<file path="config.mk">
export PLATFORM = sky130hd
export DESIGN_NAME = scan_sequencer
export DESIGN_NICKNAME = d
export VERILOG_FILES = /design/src/rtl/scan_sequencer.sv
export SDC_FILE = /design/constraint.sdc
export NUM_CORES = 1
export LEC_CHECK = 0
export BUFFER_PORTS_ARGS = -buffer_cell sky130_fd_sc_hd__buf_2
export CORE_ASPECT_RATIO = 1.75
export CORE_MARGIN = 1.5
export CORE_UTILIZATION = 55
export CTS_BUF_LIST = sky130_fd_sc_hd__clkbuf_16
export DETAILED_ROUTE_END_ITERATION = 12
export GPL_TIMING_DRIVEN = 0
export PLACE_DENSITY = 0.73
export SYNTH_ARGS = -nofsm -noshare
export SYNTH_HDL_FRONTEND = slang
export SYNTH_SLANG_ARGS = --single-unit
</file>
<file path="constraint.sdc">
create_clock -name clk -period 3.4 [get_ports clk]
set_input_delay 0.17 -clock clk [delete_from_list [all_inputs] [get_ports clk]]
set_output_delay 0.17 -clock clk [all_outputs]
set_load 0.01 [all_outputs]
</file>
<file path="src/rtl/scan_sequencer.sv">
// scan_sequencer: drives the select code and enables of a 3-to-8 decoder,
// stepping through codes 0..lim with DIV clocks per digit slot.
// Optional feature: define SCAN_BLANK_EN to insert a BLANK_LEN-clock gap
// (decoder disabled, code held) after every slot.
// All outputs come straight from registers.
module scan_sequencer #(
    parameter int unsigned DIV       = 4,
    parameter int unsigned BLANK_LEN = 2
) (
    input  logic       clk,
    input  logic       rst,
    input  logic       start,
    input  logic       stop,
    input  logic [2:0] last_digit,
    output logic       c1,
    output logic       c2,
    output logic       c3,
    output logic       e1_low,
    output logic       e2_low,
    output logic       e3,
    output logic       busy,
    output logic       frame_done
);

`ifdef SCAN_BLANK_EN
    typedef enum logic [1:0] {
        IDLE  = 2'd0,
        SCAN  = 2'd1,
        BLANK = 2'd2
    } state_t;

    localparam logic [7:0] BLANK_LAST = 8'(BLANK_LEN - 1);
`else
    typedef enum logic {
        IDLE = 1'b0,
        SCAN = 1'b1
    } state_t;
`endif

    localparam logic [15:0] DIV_LAST = 16'(DIV - 1);

    state_t      state_q, state_d;
    logic [2:0]  code_q,  code_d;
    logic [15:0] presc_q, presc_d;
    logic [2:0]  lim_q,   lim_d;
    logic        pend_q,  pend_d;
    logic        fd_q,    fd_d;
    logic        advance;
`ifdef SCAN_BLANK_EN
    logic [7:0]  blank_q, blank_d;
`endif

    // Next-state logic: slot/blank timing, code advance, wrap and stop handling.
    always_comb begin
        state_d = state_q;
        code_d  = code_q;
        presc_d = presc_q;
        lim_d   = lim_q;
        pend_d  = pend_q;
        fd_d    = 1'b0;
        advance = 1'b0;
`ifdef SCAN_BLANK_EN
        blank_d = blank_q;
`endif

        case (state_q)
            IDLE: begin
                if (start && !stop) begin
                    state_d = SCAN;
                    code_d  = '0;
                    presc_d = '0;
                    lim_d   = last_digit;
                end
            end
            SCAN: begin
                // A stop seen on the wrap clock itself already counts for that wrap.
                pend_d = pend_q | stop;
                if (presc_q == DIV_LAST) begin
                    presc_d = '0;
`ifdef SCAN_BLANK_EN
                    state_d = BLANK;
                    blank_d = '0;
`else
                    advance = 1'b1;
`endif
                end else begin
                    presc_d = presc_q + 16'd1;
                end
            end
`ifdef SCAN_BLANK_EN
            BLANK: begin
                pend_d = pend_q | stop;
                if (blank_q == BLANK_LAST) begin
                    advance = 1'b1;
                end else begin
                    blank_d = blank_q + 8'd1;
                end
            end
`endif
            default: begin
                state_d = IDLE;
            end
        endcase

        if (advance) begin
            if (code_q == lim_q) begin
                fd_d   = 1'b1;
                code_d = '0;
                if (pend_d) begin
                    state_d = IDLE;
                    pend_d  = 1'b0;
                end else begin
                    state_d = SCAN;
                    lim_d   = last_digit;
                end
            end else begin
                code_d  = code_q + 3'd1;
                state_d = SCAN;
            end
        end
    end

    // State register with synchronous reset taking priority over everything.
    always_ff @(posedge clk) begin
        if (rst) begin
            state_q <= IDLE;
            code_q  <= '0;
            presc_q <= '0;
            lim_q   <= '0;
            pend_q  <= 1'b0;
            fd_q    <= 1'b0;
`ifdef SCAN_BLANK_EN
            blank_q <= '0;
`endif
        end else begin
            state_q <= state_d;
            code_q  <= code_d;
            presc_q <= presc_d;
            lim_q   <= lim_d;
            pend_q  <= pend_d;
            fd_q    <= fd_d;
`ifdef SCAN_BLANK_EN
            blank_q <= blank_d;
`endif
        end
    end

    assign {c1, c2, c3}           = code_q;
    assign {e1_low, e2_low, e3}   = (state_q == SCAN) ? 3'b001 : 3'b110;
    assign busy                   = (state_q != IDLE);
    assign frame_done             = fd_q;

endmodule

</file>
Word level (Yosys, flattened, before mapping) --
Index checks and enable logic that the tools add are counted.
Operators by class: add/subtract/negate cells 2, equality and inequality tests 4, mux-type cells 24, bitwise gates (word level) 3, reductions and logical operators 5
Operators with widths (number):
- 16-bit 2-to-1 mux | 2
- 16-bit case mux with 2 select lines | 1
- 3-bit 2-to-1 mux | 10
- 16-bit by 1-bit adder with 16-bit output, second input constant | 1
- 16-bit by 2-bit == test with 1-bit output, second input constant | 1
- 1-bit 2-to-1 mux | 11
- 3-bit by 1-bit adder with 3-bit output, second input constant | 1
- 3-bit == test | 1
- 2-bit by 1-bit != test with 1-bit output, second input constant | 1
- 2-bit != test, second input constant | 1
- 1-bit inverter | 2
- 2-bit AND reduction | 1
- 2-bit nonzero test | 1
- 2-bit OR reduction | 1
- 1-bit logical AND | 1
- 1-bit zero test | 1
- 1-bit bitwise OR | 1
Word-level totals: register bits 25, input bits 7, output and inout port bits 8, word-level logic and storage cells 44

Logic depth before layout (Yosys ltp) --
word-level depth 7, gate-level depth with buffers 7, gate-level depth less buffers 6

Worst setup path before layout --
Ideal clock, no wire load.
path kind reg-to-reg, start register presc_q[0], end register lim_q[0], library setup time 128 ps, arrival 1914 ps, required time 3272 ps, slack 1358 ps, stages on the path, launching flop included 7, buffers on the path 0, period minus slack after synthesis 2042 ps, path through dfxtp_1 > ha_1 > or4b_4 > nor4_4 > a31o_4 > mux2i_1 > nor2_1
On the way: word-level cells in the longest chain between the ends 4
Ends and longest elaborated chain:
- start: declaration | RTL line 44 | logic [15:0] presc_q, presc_d;
- start signal: assignment | RTL line 138 | presc_q <= presc_d;
- 16-bit by 2-bit == test with 1-bit output | RTL line 78 | if (presc_q == DIV_LAST) begin
- 1-bit 2-to-1 mux | RTL line 78
- 1-bit 2-to-1 mux | RTL line 66 | case (state_q)
- 3-bit 2-to-1 mux | RTL line 105 | if (advance) begin
- end signal: assignment | RTL line 139 | lim_q <= lim_d;
- end: declaration | RTL line 45 | logic [2:0] lim_q, lim_d;
Every way passes these cells. A chain may end at the register's enable or synchronous reset.

Final worst setup path --
start register presc_q[0], end register presc_q[1]
On the way: word-level cells in the longest chain between the ends 3, elaborated cells between the ends (all ways) 4, classes of those cells 1 x add/sub; 1 x eq/ne; 2 x mux
Ends and longest elaborated chain (RTL line):
- 16-bit by 1-bit adder with 16-bit output / 16-bit by 2-bit == test with 1-bit output (equally long branches) | 87, 78
- 16-bit 2-to-1 mux * | 78
- 16-bit case mux with 2 select lines * | 66
Every way passes the cells marked *; elsewhere a longest branch is shown, timed or not.

==> impl_metrics.csv <==
group,metric,value,unit
run_status,outcome,"finished clean",
power,p_sw,0.137,mW
logic_synthesis,ys_ff_latch,25,
final_layout,postLayoutCoreUtil,65.4,%
logic_synthesis,synth.net_count,164,
final_layout,final_cell_mix,"25 x dfxtp_1, 18 x a21oi_1, 15 x buf_2",
timing,period_share,68.2,%
place,dpl_worst_slack,1.07,ns
floorplan,start_util,57.4,%
place,place_congestion,0.855,
drt,wl,2800,µm
timing,max_slew.worst_pin.slew,0.713,ns
final_layout,final_common_cell,"dfxtp_1",
place,port_buffers,14,
drt,dr.pass1.iters,4,
floorplan,die_h,67.0,µm
logic_synthesis,synthesis.area,0.00129,mm²
drt,drc,0,
clock_tree,cts-resized-gates,0,
logic_synthesis,synth_cell_types,35,
timing,fmax,431,MHz
setup_path,crit_type,"flop to flop",
timing,setup_ws,1.08,ns
setup_path,startpoint_type,"flop",
drt,wl_per_cell,14.2,µm
timing,fin_skew,0.00262,ns
clock_tree,clk_latency,0.26,ns
hold_path,hold_path.class,"primary input to flop",
final_layout,areaGrowthSynthToFinish,14.1,%
timing,rsz0062_at_grt,"no",
clock_tree,cts_sinks,25,
job,drv_cap,0,
place,hpwlAfterDp,2190,µm
final_layout,fin_nets,183,
power,intPower,0.476,mW
logic_synthesis,yosysWarnings,0,
clock_tree,htreeDepth,1,
clock_tree,cts_hold_buf,0,
setup_path,path_cells,"ha_1 -> or4b_4 -> o41ai_2 -> inv_1 -> a22oi_1 -> nor2_1",
power,p_clk_share,42.5,%
floorplan,die_x,39.6,µm
clock_tree,postCtsSetupBuffers,0,
drt,num_vias,1175,
floorplan,row_count,23,
logic_synthesis,synthCells,155,
setup_path,path_max_fanout,7,
power,pwr-share-seq,49.3,%
floorplan,ios,15,
floorplan,die_area,0.00265,mm²
timing,period_minus_slack,2.32,ns
drt,drt-vias-per-instance,5.93,
power,leakage,0.560,nW
final_layout,antenna_cells,0,
clock_tree,clk_pin_slew_worst_paths,0.06,ns
timing,setup_violations,0,
drt,drt-initial-drc-count,28,
timing,drv_slew,0,
logic_synthesis,ys_seq_area_share,38.9,%
setup_path,crit_slowest_cell,"o41ai_2",
power,pwr-share-comb,8.1,%
global_routing,grt.overflow.total,0,
clock_tree,cts.path.max_buffers,2,
global_routing,grt_pass1_vias,1106,
timing,finalHoldViolations,0,
setup_path,crit_path_end_kind,"flop",
global_routing,grt_start_max_net_pins,15,
global_routing,antenna_found_initial,0,
timing,relSlewSlack,52.5,%
setup_path,crit_arrival,2.46,ns
logic_synthesis,synth_area_per_cell,8.31,µm²
power,p_per_area,417,mW/mm²
power,ir_worst_vdd,331,µV
power,netSwitchingFraction,22.3,%
global_routing,grt_usage,25.4,%
timing,finalSetupTns,0,ns
clock_tree,root_buffer,"clkbuf_16",
clock_tree,cts_tree,"done",
setup_path,crit_required,3.54,ns
floorplan,fp.coreArea,0.00224,mm²
drt,ant_nets,0,
global_routing,grt_first_pass_wirelength,4710,µm
final_layout,drive_gt1_share,15.6,%
setup_path,slowest_delay,0.67,ns
clock_tree,cts_buffers,3,
## Yosys cell counts
library cell | n | area share, %
dfxtp_1 | 25 | 39
a21oi_1 | 18 | 7.0
or3_1 | 12 | 5.8
nor2_1 | 11 | 3.2
o21ai_0 | 11 | 4.3
nand2_1 | 10 | 2.9
inv_1 | 9 | 2.6
nand3_1 | 7 | 2.7
nor3_1 | 6 | 2.3
mux2i_1 | 4 | 3.1
xor2_1 | 4 | 2.7
a31oi_1 | 3 | 1.5
nand3b_1 | 3 | 1.7
nand4_1 | 3 | 1.5
nor2b_1 | 3 | 1.5
and3_1 | 2 | 0.97
buf_4 | 2 | 1.2
ha_1 | 2 | 1.9
nand2b_1 | 2 | 0.97
nor4_1 | 2 | 0.97
or4_1 | 2 | 1.2
a22oi_1 | 1 | 0.58
a31o_4 | 1 | 1.4
and2_1 | 1 | 0.49
and2b_1 | 1 | 0.58
buf_2 | 1 | 0.39
clkbuf_1 | 1 | 0.29
nor4_4 | 1 | 1.7
o211ai_1 | 1 | 0.58
o22ai_1 | 1 | 0.49
o41ai_2 | 1 | 1.3
or3b_2 | 1 | 0.68
or4_4 | 1 | 0.87
or4b_1 | 1 | 0.78
or4b_4 | 1 | 1.1
## final timing paths
kind	startpoint	end	slack [ns]	cells after the start
hold reg to reg	presc_q[15]$_SDFFE_PP0P_	presc_q[15]$_SDFFE_PP0P_	0.49	2
setup reg to reg	presc_q[0]$_SDFFE_PP0P_	presc_q[1]$_SDFFE_PP0P_	1.08	6
setup / recovery	presc_q[0]$_SDFFE_PP0P_	presc_q[1]$_SDFFE_PP0P_	1.08	6
hold / removal	rst	frame_done$_SDFF_PP0_	0.15	2
## area by class of cell
cell class | instances | area, µm²
well taps | 25 | 31.3
multi-input cells | 117 | 729
inverters | 9 | 33.8
repair buffers | 14 | 70.1
plain buffers | 4 | 23.8
flip-flops and latches | 25 | 500
clock inverters | 1 | 5.00
fillers | 196 | 776
clock buffers | 3 | 75.1
## metrics by stage
| stage | instance area (µm²) | power, mW | hold WS, ns | instances |
|---|---|---|---|---|
| finish | 1470 | 0.613 | 0.149 | 198 |
| floorplan | 1290 | 0.342 | 0.242 | 155 |
| detailed placement | 1390 | 0.359 | 0.420 | 194 |
| global route | 1470 | 0.637 | 0.157 | 198 |
| CTS | 1470 | 0.619 | 0.147 | 198 |
| global placement | 1390 | 0.357 | 0.406 | 194 |
## registers in the layout, indices dropped and copies added, names as in the netlist
signal      cells
code_q          3
frame_done      1
pend_q          1
presc_q        16
lim_q           3
busy            1
## power by group through the flow
stage,sequential (mW),combinational (mW),clock (mW)
global route,0.303,0.0557,0.278
CTS,0.302,0.0506,0.266
global placement,0.309,0.0486,0
detailed placement,0.309,0.0503,0
floorplan,0.308,0.0338,0
finish,0.302,0.0498,0.261
## cell families after synthesis
group | share of synthesized area [%]
fa+ha+maj | 1.94
compound gates | 17.0
mux | 3.11
xor+xnor | 2.72
simple gates | 31.9
flops | 38.9
buf+inv | 4.47
## per-layer routing
layer / GRT usage, % / wire length, µm / vias to the layer above
met2: 44.7 / 1600 / 22
met4: 13.8 / 81 / 0
met3: 3.00 / 50 / 11
li1: - / - / 599
met5: 0 / 0 / -
met1: 27.2 / 1080 / 543
## critical path: cells and delay by family, from the launching register on
kind	cells	cell delay [ns]
AND/OR/NAND/NOR	2	0.59
buffers and inverters	1	0.10
adder cells (fa/ha/maj)	1	0.26
flip-flops	1	0.42
AO/OA/AOI/OAI	2	0.83
No activity file was read; power rests on OpenSTA's default activity.
